[config.mk]
export PLATFORM = sky130hd
export DESIGN_NAME = acl_tilt_filter_flat
export DESIGN_NICKNAME = d
export VERILOG_FILES = /design/src/rtl/acl_tilt_filter_pkg.sv /design/src/rtl/acl_tilt_filter_if.sv /design/src/rtl/tilt_avg.sv /design/src/rtl/acl_tilt_filter.sv /design/src/flat_wrapper.sv
export SDC_FILE = /design/constraint.sdc
export NUM_CORES = 1
export LEC_CHECK = 0
export ABC_AREA = 1
export CAP_MARGIN = 20
export CORE_MARGIN = 1
export CORE_UTILIZATION = 52
export DETAILED_ROUTE_END_ITERATION = 7
export PLACE_DENSITY_LB_ADDON = 0.05
export SYNTH_ARGS = -nofsm -noshare
export SYNTH_HDL_FRONTEND = slang
export SYNTH_SLANG_ARGS = --single-unit
[constraint.sdc]
create_clock -name clk -period 1.5 [get_ports clk]
set_input_delay 0.15 -clock clk [delete_from_list [all_inputs] [get_ports clk]]
set_output_delay 0.15 -clock clk [all_outputs]
set_load 0.02 [all_outputs]
[src/rtl/acl_tilt_filter_pkg.sv]
// tilt_pkg: shared sample width, magnitude ceiling, FSM state encoding and magnitude helper
// No ports; imported by acl_tilt_filter and tilt_avg.
package tilt_pkg;
   localparam int TILT_W = 5;
   localparam int TILT_MAG_MAX = 15;
   typedef enum logic [1:0] {
      TILT_CENTER = 2'd0,
      TILT_LEFT   = 2'd1,
      TILT_RIGHT  = 2'd2
   } tilt_state_e;
   // |a| saturated to TILT_MAG_MAX; -16 is the only value whose magnitude overflows 4 bits
   function automatic logic [3:0] tilt_mag(input logic signed [TILT_W-1:0] a);
      logic signed [TILT_W-1:0] n;
      n = -a;
      return !a[TILT_W-1] ? a[3:0] : (a == 5'b10000) ? 4'(TILT_MAG_MAX) : n[3:0];
   endfunction
endpackage

[src/rtl/acl_tilt_filter_if.sv]
// acl_tilt_filter_if: raw accelerometer word in, conditioned steering controls out
// Signals: acl_data[14:0] raw word, tilt_left, tilt_right, tilt_intensity[3:0], upd pulse.
// slave = the filter, master = the source/consumer around it.
interface acl_tilt_filter_if;
   logic [14:0] acl_data;
   logic        tilt_left;
   logic        tilt_right;
   logic [3:0]  tilt_intensity;
   logic        upd;
   modport master (output acl_data, input tilt_left, tilt_right, tilt_intensity, upd);
   modport slave  (input acl_data, output tilt_left, tilt_right, tilt_intensity, upd);
endinterface

[src/rtl/tilt_avg.sv]
// tilt_avg: moving average of 2^AVG_LOG2 signed samples (ring buffer + running sum), built only with TILT_AVG_EN
// Ports: clk, rst (async, active high), in_valid, in_sample[4:0] signed, avg[4:0] signed (registered).
`ifdef TILT_AVG_EN
module tilt_avg import tilt_pkg::*; #(
   parameter int AVG_LOG2 = 2
) (
   input  logic                     clk,
   input  logic                     rst,
   input  logic                     in_valid,
   input  logic signed [TILT_W-1:0] in_sample,
   output logic signed [TILT_W-1:0] avg
);
   localparam int N  = 1 << AVG_LOG2;
   localparam int SW = TILT_W + AVG_LOG2;
   // pointer is at least one bit wide; for N=1 it simply never leaves 0
   localparam int PW = AVG_LOG2 > 0 ? AVG_LOG2 : 1;
   localparam int RN = 1 << PW;
   logic signed [TILT_W-1:0] ring_q [RN];
   logic signed [TILT_W-1:0] ring_d [RN];
   logic signed [SW-1:0]     sum_q, sum_d;
   logic [PW-1:0]            ptr_q, ptr_d;
   logic signed [TILT_W-1:0] avg_q, avg_d;
   always_comb begin
      ring_d = ring_q;
      sum_d  = in_valid ? sum_q - SW'(ring_q[ptr_q]) + SW'(in_sample) : sum_q;
      ptr_d  = in_valid ? ((ptr_q == PW'(N-1)) ? '0 : ptr_q + 1'b1) : ptr_q;
      if (in_valid) ring_d[ptr_q] = in_sample;
      // arithmetic shift floors toward -inf
      avg_d  = TILT_W'(sum_d >>> AVG_LOG2);
   end
   always_ff @(posedge clk or posedge rst) begin
      if (rst) begin
         ring_q <= '{default: '0};
         sum_q  <= '0;
         ptr_q  <= '0;
         avg_q  <= '0;
      end else begin
         ring_q <= ring_d;
         sum_q  <= sum_d;
         ptr_q  <= ptr_d;
         avg_q  <= avg_d;
      end
   end
   assign avg = avg_q;
endmodule
`endif

[src/rtl/acl_tilt_filter.sv]
// acl_tilt_filter: synchronize, stability-check, average and hysteresis-filter the accelerometer X tilt
// Ports: clk, rst (async, active high), bus (acl_tilt_filter_if.slave: acl_data in; tilt_left,
// tilt_right, tilt_intensity, upd out). Optional averaging via `define TILT_AVG_EN; without it
// the average stage is a plain register so tick-to-upd latency is unchanged.
module acl_tilt_filter import tilt_pkg::*; #(
   parameter int SAMPLE_DIV = 100000,
   parameter int AVG_LOG2   = 2,
   parameter int ENTER_TH   = 4,
   parameter int EXIT_TH    = 2
) (
   input logic               clk,
   input logic               rst,
   acl_tilt_filter_if.slave  bus
);
   localparam int CW = $clog2(SAMPLE_DIV);
   localparam logic signed [TILT_W-1:0] ENTER_P = TILT_W'(ENTER_TH);
   localparam logic signed [TILT_W-1:0] ENTER_N = TILT_W'(-ENTER_TH);
   localparam logic signed [TILT_W-1:0] EXIT_P  = TILT_W'(EXIT_TH);
   localparam logic signed [TILT_W-1:0] EXIT_N  = TILT_W'(-EXIT_TH);
   if (SAMPLE_DIV < 4 || AVG_LOG2 < 0 || AVG_LOG2 > 4 || ENTER_TH < 1 || ENTER_TH > 15 ||
       EXIT_TH < 1 || EXIT_TH > ENTER_TH) begin : g_bad_cfg
      $error("acl_tilt_filter: parameter out of legal range");
   end
   logic signed [TILT_W-1:0] s1_q, s1_d, s2_q, s2_d, s3_q, s3_d;
   logic [CW-1:0]            cnt_q, cnt_d;
   logic                     tick;
   logic                     cap_v_q, cap_v_d;
   logic                     avg_v_q, avg_v_d;
   logic signed [TILT_W-1:0] avg;
   tilt_state_e              state_q, state_d;
   logic                     left_q, left_d, right_q, right_d, upd_q, upd_d;
   logic [3:0]               int_q, int_d;
   logic                     go_left, go_right;
   // s3 after the capture edge holds exactly the s2 value seen at the tick, so it is the captured sample
`ifdef TILT_AVG_EN
   tilt_avg #(.AVG_LOG2(AVG_LOG2)) u_avg (
      .clk       (clk),
      .rst       (rst),
      .in_valid  (cap_v_q),
      .in_sample (s3_q),
      .avg       (avg)
   );
`else
   logic signed [TILT_W-1:0] avg_q, avg_d;
   assign avg_d = cap_v_q ? s3_q : avg_q;
   always_ff @(posedge clk or posedge rst) begin
      if (rst) avg_q <= '0;
      else     avg_q <= avg_d;
   end
   assign avg = avg_q;
`endif
   always_comb begin
      s1_d     = bus.acl_data[9:5];
      s2_d     = s1_q;
      s3_d     = s2_q;
      tick     = cnt_q == CW'(SAMPLE_DIV-1);
      cnt_d    = tick ? '0 : cnt_q + 1'b1;
      cap_v_d  = tick && (s2_q == s3_q);
      avg_v_d  = cap_v_q;
      go_left  = avg >= ENTER_P;
      go_right = avg <= ENTER_N;
      state_d  = state_q;
      if (avg_v_q) begin
         case (state_q)
            TILT_CENTER: state_d = go_right ? TILT_RIGHT : go_left ? TILT_LEFT : TILT_CENTER;
            TILT_RIGHT:  state_d = go_left ? TILT_LEFT : (avg > EXIT_N) ? TILT_CENTER : TILT_RIGHT;
            TILT_LEFT:   state_d = go_right ? TILT_RIGHT : (avg < EXIT_P) ? TILT_CENTER : TILT_LEFT;
            default:     state_d = TILT_CENTER;
         endcase
      end
      left_d   = avg_v_q ? state_d == TILT_LEFT : left_q;
      right_d  = avg_v_q ? state_d == TILT_RIGHT : right_q;
      int_d    = avg_v_q ? ((state_d == TILT_CENTER) ? 4'd0 : tilt_mag(avg)) : int_q;
      upd_d    = avg_v_q;
   end
   always_ff @(posedge clk or posedge rst) begin
      if (rst) begin
         s1_q    <= '0;
         s2_q    <= '0;
         s3_q    <= '0;
         cnt_q   <= '0;
         cap_v_q <= 1'b0;
         avg_v_q <= 1'b0;
         state_q <= TILT_CENTER;
         left_q  <= 1'b0;
         right_q <= 1'b0;
         int_q   <= '0;
         upd_q   <= 1'b0;
      end else begin
         s1_q    <= s1_d;
         s2_q    <= s2_d;
         s3_q    <= s3_d;
         cnt_q   <= cnt_d;
         cap_v_q <= cap_v_d;
         avg_v_q <= avg_v_d;
         state_q <= state_d;
         left_q  <= left_d;
         right_q <= right_d;
         int_q   <= int_d;
         upd_q   <= upd_d;
      end
   end
   assign bus.tilt_left      = left_q;
   assign bus.tilt_right     = right_q;
   assign bus.tilt_intensity = int_q;
   assign bus.upd            = upd_q;
endmodule
[src/flat_wrapper.sv]
// flat-port wrapper written by rule: the top's interface ports become plain ports
module acl_tilt_filter_flat import tilt_pkg::*;
#(
   parameter int SAMPLE_DIV = 100000,
   parameter int AVG_LOG2   = 2,
   parameter int ENTER_TH   = 4,
   parameter int EXIT_TH    = 2
)
  (clk, rst, bus_acl_data, bus_tilt_left, bus_tilt_right, bus_tilt_intensity, bus_upd);
  acl_tilt_filter_if bus_i ();
  input logic clk;
  input logic rst;
  input wire logic [$bits(bus_i.acl_data)-1:0] bus_acl_data;
  output wire logic [$bits(bus_i.tilt_left)-1:0] bus_tilt_left;
  output wire logic [$bits(bus_i.tilt_right)-1:0] bus_tilt_right;
  output wire logic [$bits(bus_i.tilt_intensity)-1:0] bus_tilt_intensity;
  output wire logic [$bits(bus_i.upd)-1:0] bus_upd;
  assign bus_i.acl_data = bus_acl_data;
  assign bus_tilt_left = bus_i.tilt_left;
  assign bus_tilt_right = bus_i.tilt_right;
  assign bus_tilt_intensity = bus_i.tilt_intensity;
  assign bus_upd = bus_i.upd;
  acl_tilt_filter #(.SAMPLE_DIV(SAMPLE_DIV), .AVG_LOG2(AVG_LOG2), .ENTER_TH(ENTER_TH), .EXIT_TH(EXIT_TH)) u_core (.clk(clk), .rst(rst), .bus(bus_i));
endmodule
==> flow_summary.yaml <==
final_layout:
  final_cell_mix: "nand2_1 (57), dfrtp_1 (47), inv_1 (28), nor2_1 (28), clkdlybuf4s50_1 (13)"
  n_antenna_cell: 0
  design_area_sq_um: 2540
  final_common_cell: "nand2_1"
  area_growth_pct: 15.7
  fillers: 372
  drive_gt1_frac: 0.135
  nNetsFinal: 284
critical_path:
  critPathBufInv: 1
  path_cells: "clkdlybuf4s50_1"
  cpPeakStageDelay_ns: 0.60
  cp-start-kind: "flip-flop"
  worstRegToRegCells: 7
  ff2ff_setup_slack_ns: 0.10
  path_class: "reg2out"
  r2r-end: "u_core.cnt_q[16]$_DFF_PP0_"
  critPathTopFamily: "buffers and inverters"
  r2r_start: "u_core.cnt_q[0]$_DFF_PP0_"
  end_kind: "primary output"
  path_max_fanout: 2
  crit_path_top_delay_cell: "clkdlybuf4s50_1"
  worstPathArrival_ns: 1.27
  worstPathRequired_ns: 1.35
sta:
  fin_crit_sh: 0.943
  relSlewSlack: 0.783
  setup_slack_ns: 0.0848
  slew_viol_final: 0
  fmax_ghz: 0.707
  setup_tns_ns: 0
  rsz0062_at_grt: "yes"
  setup_viol: 0
  worst_pin_slew_ns: 0.325
  fin_crit_ns: 1.42
  hold_violations: 0
  hold_ws_ns: 0.190
  clock_skew_ns: 0.00861
clock_tree:
  cts_tree: "done"
  cts_hold_repair.buffers: 0
  worst_skew_pair.late_latency_ns: 0.30
  h-tree-depth: 2
  cts_made_buffers: 5
  cts_buffer_depth: 2
  root_buffer: "clkbuf_8"
  cts_sinks: 48
  clk_pin_slew_worst_paths_ns: 0.09
pwr:
  p_switching_uw: 475
  finalPower_uw: 2320
  p_int_uw: 1840
  peakVddDrop_mv: 0.619
  combPwrFrac: 0.025
  p_per_area_nw_per_um2: 913
  p_sw_frac: 0.205
  p_leak_uw: 0.00125
  seqPwrFrac: 0.571
  clkPwrFrac: 0.404
placement:
  routabilityCongestion: 0.818
  io_buffer_count: 13
  placed_cell_area_sq_um: 2400
  dpl_worst_slack_ns: 0.0403
  dp_hpwl_mm: 2.50
detailed_routing:
  routed_wl_mm: 3.57
  via_per_inst: 4.91
  routedWlPerCell_microns: 11.3
  drt_pass1_iterations: 4
  drtAntennaViolNets: 0
  drcViolationCount: 0
  vias: 1552
  drtIter0Drc: 75
synthesis:
  ys_seq_area_frac: 0.548
  postSynthCellCount: 246
  ys_ff_latch: 48
  synth_area_sq_um: 2190
  ys_types: 28
  syn_area_per_cell_sq_um: 8.92
  ys_warn_count: 0
  synth.net_count: 265
global_routing:
  grt_overflow_total: 0
  antenna_found_initial: 0
  grt_pass1_vias: 1387
  grt_usage: 0.187
  grt_max_degree: 49
  grt_pass1_wl_mm: 6.10
floorplanning:
  start_util: 0.544
  die_height_microns: 66.9
  pin_count: 24
  die_area_sq_um: 4480
  core_sq_um: 4030
  die_w_microns: 66.9
  rows: 23
flow_run:
  max-cap-violations: 0
status:
  outcome: "complete, no violations"
min_path:
  hold_path_class: "in2async"
==> worst register-to-register path, stage by stage, from the launching register on <==
cell and delay (ns):
dfrtp_1 0.38, ha_2 0.19, nand2_2 0.07, nor2_4 0.14
nand4_4 0.13, nor2_1 0.17, xor2_1 0.15, nor2_1 0.05
==> power by group through the flow <==
stage / Sequential, uW / Clock (uW) / Combinational, uW
final: 1320 / 937 / 57.0
after global routing: 1330 / 1020 / 66.6
after CTS: 1320 / 974 / 59.9
after detailed placement: 1350 / 0 / 59.9
after global placement: 1350 / 0 / 59.7
after floorplan: 1350 / 0 / 29.9
==> Yosys cell counts <==
cell type  number  share of area
nand3b_1        1         0.0034
o21ai_1         2         0.0046
nor3_1          3         0.0068
nand4_1         6          0.017
nand4_4         1         0.0097
nor4_4          1         0.0097
nor2_4          2          0.010
clkbuf_1        2         0.0034
o21ai_0        11          0.025
nand2_2         4          0.011
dfrtp_1        48           0.55
a21oi_1         4         0.0091
nand2_1        57          0.098
ha_1            2          0.011
nand3_1        12          0.027
nand3_2         1         0.0046
xnor2_1         2         0.0080
inv_1          29          0.050
and3_1          1         0.0029
a211oi_1        1         0.0034
nor4_2          1         0.0057
inv_2           4         0.0068
nor4_1          2         0.0057
xor2_1         12          0.048
buf_2           4         0.0091
nor2_2          2         0.0057
nor2_1         30          0.051
nor3_2          1         0.0046
==> kinds of logic after synthesis <==
family,share of synthesized area
flip-flops,0.548
adder cells (fa/ha/maj),0.0114
buffers and inverters,0.0690
AO/OA/AOI/OAI,0.0422
AND/OR/NAND/NOR,0.274
XOR/XNOR,0.0559
==> how the worst max path moves through the flow <==
stage / cells after the start / start / end / slack, ns
final: 1 / u_core.bus.tilt_right$_DFFE_PP0P_ / bus_tilt_right / 0.08
after global routing: 6 / u_core.cnt_q[0]$_DFF_PP0_ / u_core.cnt_q[16]$_DFF_PP0_ / -0.01
after CTS: 7 / u_core.cnt_q[0]$_DFF_PP0_ / u_core.cnt_q[0]$_DFF_PP0_ / 0.02
after detailed placement: 7 / u_core.cnt_q[0]$_DFF_PP0_ / u_core.cnt_q[0]$_DFF_PP0_ / 0.04
after global placement: 7 / u_core.cnt_q[0]$_DFF_PP0_ / u_core.cnt_q[15]$_DFF_PP0_ / 0.06
after floorplan: 7 / u_core.cnt_q[0]$_DFF_PP0_ / u_core.cnt_q[15]$_DFF_PP0_ / 0.19
==> stage by stage <==
step	utilization	instances
2_1_floorplan	-	246
3_3_place_gp	0.596	307
3_5_place_dp	0.596	307
4_1_cts	0.625	315
5_1_grt	0.630	316
6_report	0.630	316
==> layer usage <==
metal	track usage	up-vias	routed length, microns
li1	-	810	-
met1	0.255	714	1860
met2	0.277	22	1550
met3	0.0428	6	92
met4	0.0931	0	69
met5	0	-	0
==> flip-flops by register name (all words and copies together) (netlist names) <==
| name | cells |
|---|---|
| u_core.avg_v_q | 1 |
| u_core.s2_q | 5 |
| u_core.s3_q | 5 |
| u_core.bus.upd | 1 |
| u_core.avg | 5 |
| u_core.bus.tilt_intensity | 4 |
| u_core.avg_v_d | 1 |
| u_core.bus.tilt_right | 1 |
| u_core.bus.tilt_left | 1 |
| u_core.state_q | 2 |
| u_core.s1_q | 5 |
| u_core.cnt_q | 17 |
==> cell type report <==
cell class                      count  area (sq um)  area share
Sequential cell                    48          1200       0.474
Timing Repair Buffer               18           180      0.0710
Tap cell                           50          62.6      0.0247
Clock inverter                      3          46.3      0.0182
Inverter                           33           124      0.0488
Clock buffer                        5          68.8      0.0271
Multi-Input combinational cell    159           853       0.336
==> repair_timing <==
| action | 4_1_cts | 5_1_grt |
|---|---|---|
| setup buffers | 0 | 1 |
| endpoints found under the setup margin | 0 | 11 |
| resized for setup | 0 | 7 |
Note: power is estimated with default switching activity, not from simulation.
